==> config.mk <==
export PLATFORM = sky130hd
export DESIGN_NAME = ship_fire_ctrl
export DESIGN_NICKNAME = d
export VERILOG_FILES = /design/src/rtl/game_pkg.sv /design/src/rtl/button_debounce.sv /design/src/rtl/ship_fire_ctrl.sv
export SDC_FILE = /design/constraint.sdc
export NUM_CORES = 1
export LEC_CHECK = 0
export CAP_MARGIN = 20
export CELL_PAD_IN_SITES_DETAIL_PLACEMENT = 0
export CELL_PAD_IN_SITES_GLOBAL_PLACEMENT = 1
export CORE_MARGIN = 2
export CORE_UTILIZATION = 47
export DETAILED_ROUTE_END_ITERATION = 7
export PLACE_DENSITY = 0.89
export REMOVE_ABC_BUFFERS = 1
export SLEW_MARGIN = 20
export SYNTH_ARGS = -nofsm -noshare
export SYNTH_HDL_FRONTEND = slang
export SYNTH_HIERARCHICAL = 1
export SYNTH_SLANG_ARGS = --single-unit
==> constraint.sdc <==
create_clock -name clock -period 6.45 [get_ports clock]
set_input_delay 0.9675 -clock clock [delete_from_list [all_inputs] [get_ports clock]]
set_output_delay 0.9675 -clock clock [all_outputs]
set_load 0.005 [all_outputs]
==> src/rtl/game_pkg.sv <==
// Shared definitions for the player/bullet subsystem: fire FSM states and
// screen coordinate widths.
package game_pkg;

    // Screen coordinate widths
    localparam int COL_W = 12;
    localparam int ROW_W = 11;

    // Signed width used for horizontal saturation so a step past either
    // edge never wraps before it is clamped
    localparam int SAT_W = 13;

    // Fire controller states
    typedef enum logic [1:0] {
        READY    = 2'd0,
        PULSE    = 2'd1,
        COOLDOWN = 2'd2,
        RELOAD   = 2'd3
    } fire_state_t;

endpackage

==> src/rtl/button_debounce.sv <==
// Two-flop synchroniser followed by a level debouncer. The debounced level
// only follows the synchronised input after it has disagreed for
// DEBOUNCE_CYCLES consecutive clocks; any return to agreement restarts the count.
module button_debounce
    import game_pkg::*;
#(
    parameter int DEBOUNCE_CYCLES = 16
) (
    input  logic clock,
    input  logic reset,
    input  logic raw,
    output logic level
);

    localparam int              CNT_W    = $clog2(DEBOUNCE_CYCLES + 1);
    localparam logic [CNT_W-1:0] CNT_LAST = CNT_W'(DEBOUNCE_CYCLES - 1);

    logic             sync_p0;
    logic             sync_p1;
    logic [CNT_W-1:0] cnt;

    // Bring the asynchronous button into the clock domain
    always_ff @(posedge clock or posedge reset) begin
        if (reset) begin
            sync_p0 <= 1'b0;
            sync_p1 <= 1'b0;
        end else begin
            sync_p0 <= raw;
            sync_p1 <= sync_p0;
        end
    end

    // Count consecutive clocks of disagreement; flip the level on the last one
    always_ff @(posedge clock or posedge reset) begin
        if (reset) begin
            cnt   <= '0;
            level <= 1'b0;
        end else if (sync_p1 == level) begin
            cnt <= '0;
        end else if (cnt == CNT_LAST) begin
            cnt   <= '0;
            level <= sync_p1;
        end else begin
            cnt <= cnt + 1'b1;
        end
    end

endmodule

==> src/rtl/ship_fire_ctrl.sv <==
// Player ship controller: debounced buttons drive the ship column and an
// active-low fire strobe with per-shot cooldown and a reloading magazine.
// Ship position is frozen while the strobe is low so the bullet manager
// latches a stable origin.
// Build option: define SHIP_AUTOFIRE_EN to let a held fire button keep
// requesting shots in READY; otherwise each shot needs a fresh press.
module ship_fire_ctrl
    import game_pkg::*;
#(
    parameter int DEBOUNCE_CYCLES = 16,
    parameter int FIRE_LOW_CYCLES = 32,
    parameter int COOLDOWN_FRAMES = 8,
    parameter int MAG_SIZE        = 6,
    parameter int RELOAD_FRAMES   = 60,
    parameter int X_MIN           = 0,
    parameter int X_MAX           = 1888,
    parameter int X_START         = 944,
    parameter int Y_FIXED         = 1000,
    parameter int STEP            = 4
) (
    input  logic             clock,
    input  logic             reset,
    input  logic             btn_fire,
    input  logic             btn_left,
    input  logic             btn_right,
    input  logic             frame_tick,
    output logic             fire,
    output logic [COL_W-1:0] x_axis,
    output logic [ROW_W-1:0] y_axis,
    output logic [3:0]       ammo,
    output logic             reloading
);

    localparam int PULSE_W   = $clog2(FIRE_LOW_CYCLES + 1);
    localparam int FRAME_MAX = (COOLDOWN_FRAMES > RELOAD_FRAMES) ? COOLDOWN_FRAMES : RELOAD_FRAMES;
    localparam int FRAME_W   = $clog2(FRAME_MAX + 1);

    localparam logic [PULSE_W-1:0] PULSE_LAST  = PULSE_W'(FIRE_LOW_CYCLES - 1);
    localparam logic [FRAME_W-1:0] COOL_LAST   = FRAME_W'(COOLDOWN_FRAMES - 1);
    localparam logic [FRAME_W-1:0] RELOAD_LAST = FRAME_W'(RELOAD_FRAMES - 1);
    localparam logic [3:0]         MAG_FULL    = 4'(MAG_SIZE);

    localparam logic signed [SAT_W-1:0] STEP_S  = SAT_W'(STEP);
    localparam logic signed [SAT_W-1:0] X_MIN_S = SAT_W'(X_MIN);
    localparam logic signed [SAT_W-1:0] X_MAX_S = SAT_W'(X_MAX);
    localparam logic        [COL_W-1:0] X_RST   = COL_W'(X_START);

    fire_state_t          state;
    logic [PULSE_W-1:0]   pulse_cnt;
    logic [FRAME_W-1:0]   frame_cnt;
    logic                 fire_lvl;
    logic                 left_lvl;
    logic                 right_lvl;
    logic                 shot_req;
    logic                 shot_start;

    // One step left or right with clamping to the playfield edges
    function automatic logic [COL_W-1:0] move_x(input logic [COL_W-1:0] cur,
                                                input logic left,
                                                input logic right);
        logic signed [SAT_W-1:0] nxt;
        nxt = $signed({1'b0, cur});
        if (left && !right)
            nxt = nxt - STEP_S;
        else if (right && !left)
            nxt = nxt + STEP_S;
        if (nxt < X_MIN_S)
            nxt = X_MIN_S;
        else if (nxt > X_MAX_S)
            nxt = X_MAX_S;
        return nxt[COL_W-1:0];
    endfunction

    button_debounce #(.DEBOUNCE_CYCLES(DEBOUNCE_CYCLES)) u_db_fire (
        .clock (clock),
        .reset (reset),
        .raw   (btn_fire),
        .level (fire_lvl)
    );

    button_debounce #(.DEBOUNCE_CYCLES(DEBOUNCE_CYCLES)) u_db_left (
        .clock (clock),
        .reset (reset),
        .raw   (btn_left),
        .level (left_lvl)
    );

    button_debounce #(.DEBOUNCE_CYCLES(DEBOUNCE_CYCLES)) u_db_right (
        .clock (clock),
        .reset (reset),
        .raw   (btn_right),
        .level (right_lvl)
    );

`ifdef SHIP_AUTOFIRE_EN
    // A held button keeps requesting; READY gating spaces the shots out
    assign shot_req = fire_lvl;
`else
    logic fire_lvl_q;

    // Previous debounced fire level for rising-edge detection
    always_ff @(posedge clock or posedge reset) begin
        if (reset)
            fire_lvl_q <= 1'b0;
        else
            fire_lvl_q <= fire_lvl;
    end

    assign shot_req = fire_lvl & ~fire_lvl_q;
`endif

    // Empty magazine never reaches READY; the ammo test is belt and braces
    assign shot_start = (state == READY) && shot_req && (ammo != 4'd0);

    assign y_axis = ROW_W'(Y_FIXED);

    // Shot sequencing: strobe width, cooldown and magazine reload
    always_ff @(posedge clock or posedge reset) begin
        if (reset) begin
            state     <= READY;
            fire      <= 1'b1;
            ammo      <= MAG_FULL;
            reloading <= 1'b0;
            pulse_cnt <= '0;
            frame_cnt <= '0;
        end else begin
            case (state)
                READY: begin
                    if (shot_start) begin
                        state     <= PULSE;
                        fire      <= 1'b0;
                        ammo      <= ammo - 4'd1;
                        pulse_cnt <= '0;
                    end
                end
                PULSE: begin
                    if (pulse_cnt == PULSE_LAST) begin
                        fire      <= 1'b1;
                        pulse_cnt <= '0;
                        frame_cnt <= '0;
                        if (ammo == 4'd0) begin
                            state     <= RELOAD;
                            reloading <= 1'b1;
                        end else begin
                            state <= COOLDOWN;
                        end
                    end else begin
                        pulse_cnt <= pulse_cnt + 1'b1;
                    end
                end
                COOLDOWN: begin
                    if (frame_tick) begin
                        if (frame_cnt == COOL_LAST) begin
                            state     <= READY;
                            frame_cnt <= '0;
                        end else begin
                            frame_cnt <= frame_cnt + 1'b1;
                        end
                    end
                end
                RELOAD: begin
                    if (frame_tick) begin
                        if (frame_cnt == RELOAD_LAST) begin
                            state     <= READY;
                            frame_cnt <= '0;
                            ammo      <= MAG_FULL;
                            reloading <= 1'b0;
                        end else begin
                            frame_cnt <= frame_cnt + 1'b1;
                        end
                    end
                end
                default: state <= READY;
            endcase
        end
    end

    // Ship movement per frame; held still on the clock a shot starts and for
    // the whole strobe so the latched origin equals the pre-shot column
    always_ff @(posedge clock or posedge reset) begin
        if (reset)
            x_axis <= X_RST;
        else if (frame_tick && (state != PULSE) && !shot_start)
            x_axis <= move_x(x_axis, left_lvl, right_lvl);
    end

endmodule
==> flow_summary_export.csv <==
group,metric,value,unit
outcome,status,"finished clean",
worst_hold_path,hold_depth,0,
logic_synthesis,synth.area.top_cells,"dfrtp_1 (37%), dfstp_2 (6.5%), buf_4 (4.2%)",
logic_synthesis,ys_seq_area_share,43.2,%
finish,num_antenna_cells,0,
finish,areaGrowthSynthToFinish,9.16,%
pwr,switching_share,33.2,%
logic_synthesis,synth_top_flop_cell,"dfrtp_1",
routing,first_pass_iters,4,
critical_path,worstPathArrival,1.50,ns
pwr,ir_worst_vdd,0.165,mV
clocking,cts-root-buf,"clkbuf_8",
logic_synthesis,netlist_area,3210,µm²
clocking,cts_buffers,5,
floorplan,ios,35,
logic_synthesis,ys_seq_elements,55,
finish,final_core_util,52.4,%
run,maxCapViolations,0,
critical_path,r2r-start,"ammo[0]",
floorplan,die_w,86.6,µm
clocking,postCtsSetupRepairBufs,0,
clocking,cts.htree.levels,2,
floorplan,rows,30,
global_routing,grtUsageTotal,17.3,%
worst_hold_path,holdPathEnd,"u_db_right/sync_p1",
floorplan,fp.dieH,86.6,µm
worst_hold_path,hp-class,"flop to flop",
critical_path,r2r-end,"x_axis[6]",
critical_path,worst-r2r-setup-slack,4.11,ns
critical_path,critPathKind,"flop to output port",
logic_synthesis,ys_types,70,
routing,ant_nets,0,
logic_synthesis,synth-edff-count,0,
logic_synthesis,yosysTopAreaCell,"dfrtp_1",
placed_design,post-place-ws,3.84,ns
global_routing,grt.overflow.total,0,
sta,fin_crit,2.47,ns
pwr,p_comb_share,20.5,%
sta,maxSlewViolCount,0,
routing,wl,6000,µm
logic_synthesis,avgSynthCellArea,9.70,µm²
global_routing,grt_pass1_wl,10600,µm
placed_design,place_inst,422,
critical_path,path_max_fanout,11,
finish,nets,363,
sta,finalCritPeriodShare,38.3,%
routing,viasPerCell,5.59,
placed_design,dp_hpwl,4450,µm
critical_path,crit_family,"flip-flops",
critical_path,cp_num_buf_inv,1,
logic_synthesis,yosysWarnings,6,
pwr,power,0.807,mW
worst_hold_path,min_from,"u_db_right/sync_p0",
placed_design,io_buffers,21,
clocking,clkTransAtPathRegs,0.11,ns
sta,setup_viol,0,
pwr,intPower,0.539,mW
logic_synthesis,syn_inst,331,
floorplan,die_area,7510,µm²
sta,rsz0062_at_grt,"false",
critical_path,crit_path_start_kind,"flop",
pwr,cellPowerDensity,230,nW/µm²
routing,drcViolationCount,0,
pwr,power.leakage,1.53,nW
placed_design,place_congestion,0.800,
clocking,clockBufferDepth,2,
logic_synthesis,synth.top_cell.area_share,36.6,%
global_routing,grt_pass1_vias,2319,
clocking,cts-resized-gates,0,
clocking,cts_hold_buf,0,
clocking,clock_latency,0.32,ns
floorplan,start_util,48.0,%
logic_synthesis,async_flop_share,100,%
critical_path,max_stage_delay,0.66,ns
floorplan,core,6680,µm²
sta,relSlewSlack,55.9,%
sta,setup_tns,0,ns
critical_path,crit_required,5.48,ns
pwr,switchingPower,0.268,mW
global_routing,antenna_found_initial,0,
routing,drt_iter0_drc,161,
sta,tightest_slew,0.658,ns
global_routing,grt_max_degree,32,
routing,num_vias,2405,
sta,clock_skew,0.00684,ns
clocking,tritoncts,"yes",
clocking,numClockSinks,55,
finish,drive_above_1_share,13.4,%
critical_path,crit_chain,"clkdlybuf4s50_1",
critical_path,ff2ff_path_depth,8,
finish,fin_cells,430,
pwr,clkPwrFrac,25.1,%
critical_path,crit_path_end_kind,"output port",
routing,wl_per_cell,13.9,µm
sta,fin_ws,3.98,ns
sta,fmax,0.404,GHz
sta,hold_viol,0,
critical_path,crit_slowest_cell,"dfstp_2",
pwr,p_seq_share,54.3,%
-- worst max path at each step --
stage | startpoint | slack [ns] | depth (start not counted) | endpoint
global route | ammo[0] | 3.84 | 8 | x_axis[6]
floorplan | ammo[1] | 4.39 | 8 | x_axis[7]
finish | x_axis[7] | 3.98 | 1 | x_axis[7]
CTS | x_axis[7] | 3.98 | 1 | x_axis[7]
global placement | frame_tick | 3.93 | 7 | frame_cnt[2]
detailed placement | frame_tick | 3.84 | 5 | frame_cnt[4]
-- layout by cell type, fill, tap and decap left out, drive strengths merged, types with 6 or more instances in the layout --
cell type,instances
and3,9
o21ai,28
conb,13
nor2b,9
o31ai,7
a31oi,6
inv,18
nand2,30
clkdlybuf4s50,21
ha,8
dfrtp,47
nor2,28
nand3,19
xnor2,6
xor2,12
dfstp,8
-- metal layers --
| layer | share of wire [%] | up-vias | GRT usage, % |
|---|---|---|---|
| li1 | - | 1193 | - |
| met1 | 49 | 1161 | 23.8 |
| met2 | 46 | 42 | 27.1 |
| met3 | 3.1 | 9 | 3.24 |
| met4 | 1.5 | 0 | 6.39 |
| met5 | 0 | - | 0 |
-- sequential cells by signal (all words and copies together) (netlist names), 2 cells and up --
| name | flops |
|---|---|
| x_axis | 10 |
| frame_cnt | 6 |
| pulse_cnt | 6 |
| u_db_fire/cnt | 5 |
| u_db_left/cnt | 5 |
| u_db_right/cnt | 5 |
| ammo | 4 |
| state | 2 |
-- per-stage QoR --
step	instance area (µm²)	hold WS, ns
after CTS	3500	0.358
after global routing	3500	0.362
after global placement	3410	0.334
final	3500	0.352
after detailed placement	3410	0.338
after floorplan	3090	0.331
-- power groups by stage --
stage	Combinational [mW]	Sequential [mW]	Clock (mW)
4_1_cts	0.167	0.438	0.210
6_report	0.166	0.439	0.203
2_1_floorplan	0.115	0.430	0
3_3_place_gp	0.162	0.442	0
5_1_grt	0.190	0.447	0.225
3_5_place_dp	0.166	0.444	0
-- worst reg2reg max path: cells and delay by family (launching register included) --
kind / cells / cell delay [ns]
buffers and inverters: 1 / 0.11
adder cells (fa/ha/maj): 1 / 0.16
flip-flops: 1 / 0.42
AND/OR/NAND/NOR: 4 / 0.81
AO/OA/AOI/OAI: 2 / 0.72
-- synthesized netlist by cell type, types with 3 or more instances --
master     n
mux2_1     3
a21oi_1    5
a211oi_1   3
dfrtp_1   47
a31oi_1    6
inv_1     16
and2_1     5
nand3_2    4
nor2_2     6
and3_1     4
nand2b_1   4
nor2_1    22
nor2b_1    6
buf_2      3
xor2_1    12
nor3_1     5
nor3b_1    4
nand2_1   30
buf_4     18
o21ai_2    4
a22oi_1    4
dfstp_2    8
o31ai_1    7
xnor2_1    5
nand3_1   15
ha_1       8
o21ai_0   22
and3_2     5
-- area by class of cell --
type,count,area (µm²)
Clock inverter,3,27.5
Multi-Input combinational cell,249,1640
Fill cell,623,3180
Sequential cell,55,1390
Timing Repair Buffer,22,218
Tap cell,80,100
Inverter,16,60.1
Clock buffer,5,68.8
-- cells by family (layout without fill, tap and decap cells) --
| kind of cell | after synthesis | in the layout | share of synthesized area [%] |
|---|---|---|---|
| AO/OA/AOI/OAI | 77 | 77 | 16.6 |
| XOR/XNOR | 18 | 18 | 5.50 |
| adder cells (fa/ha/maj) | 8 | 8 | 3.12 |
| buffers and inverters | 38 | 46 | 6.90 |
| flip-flops | 55 | 55 | 43.2 |
| multiplexers | 4 | 4 | 1.36 |
| other | 2 | 13 | 0.234 |
| AND/OR/NAND/NOR | 129 | 129 | 23.1 |
No activity file was read; power rests on OpenSTA's default activity.
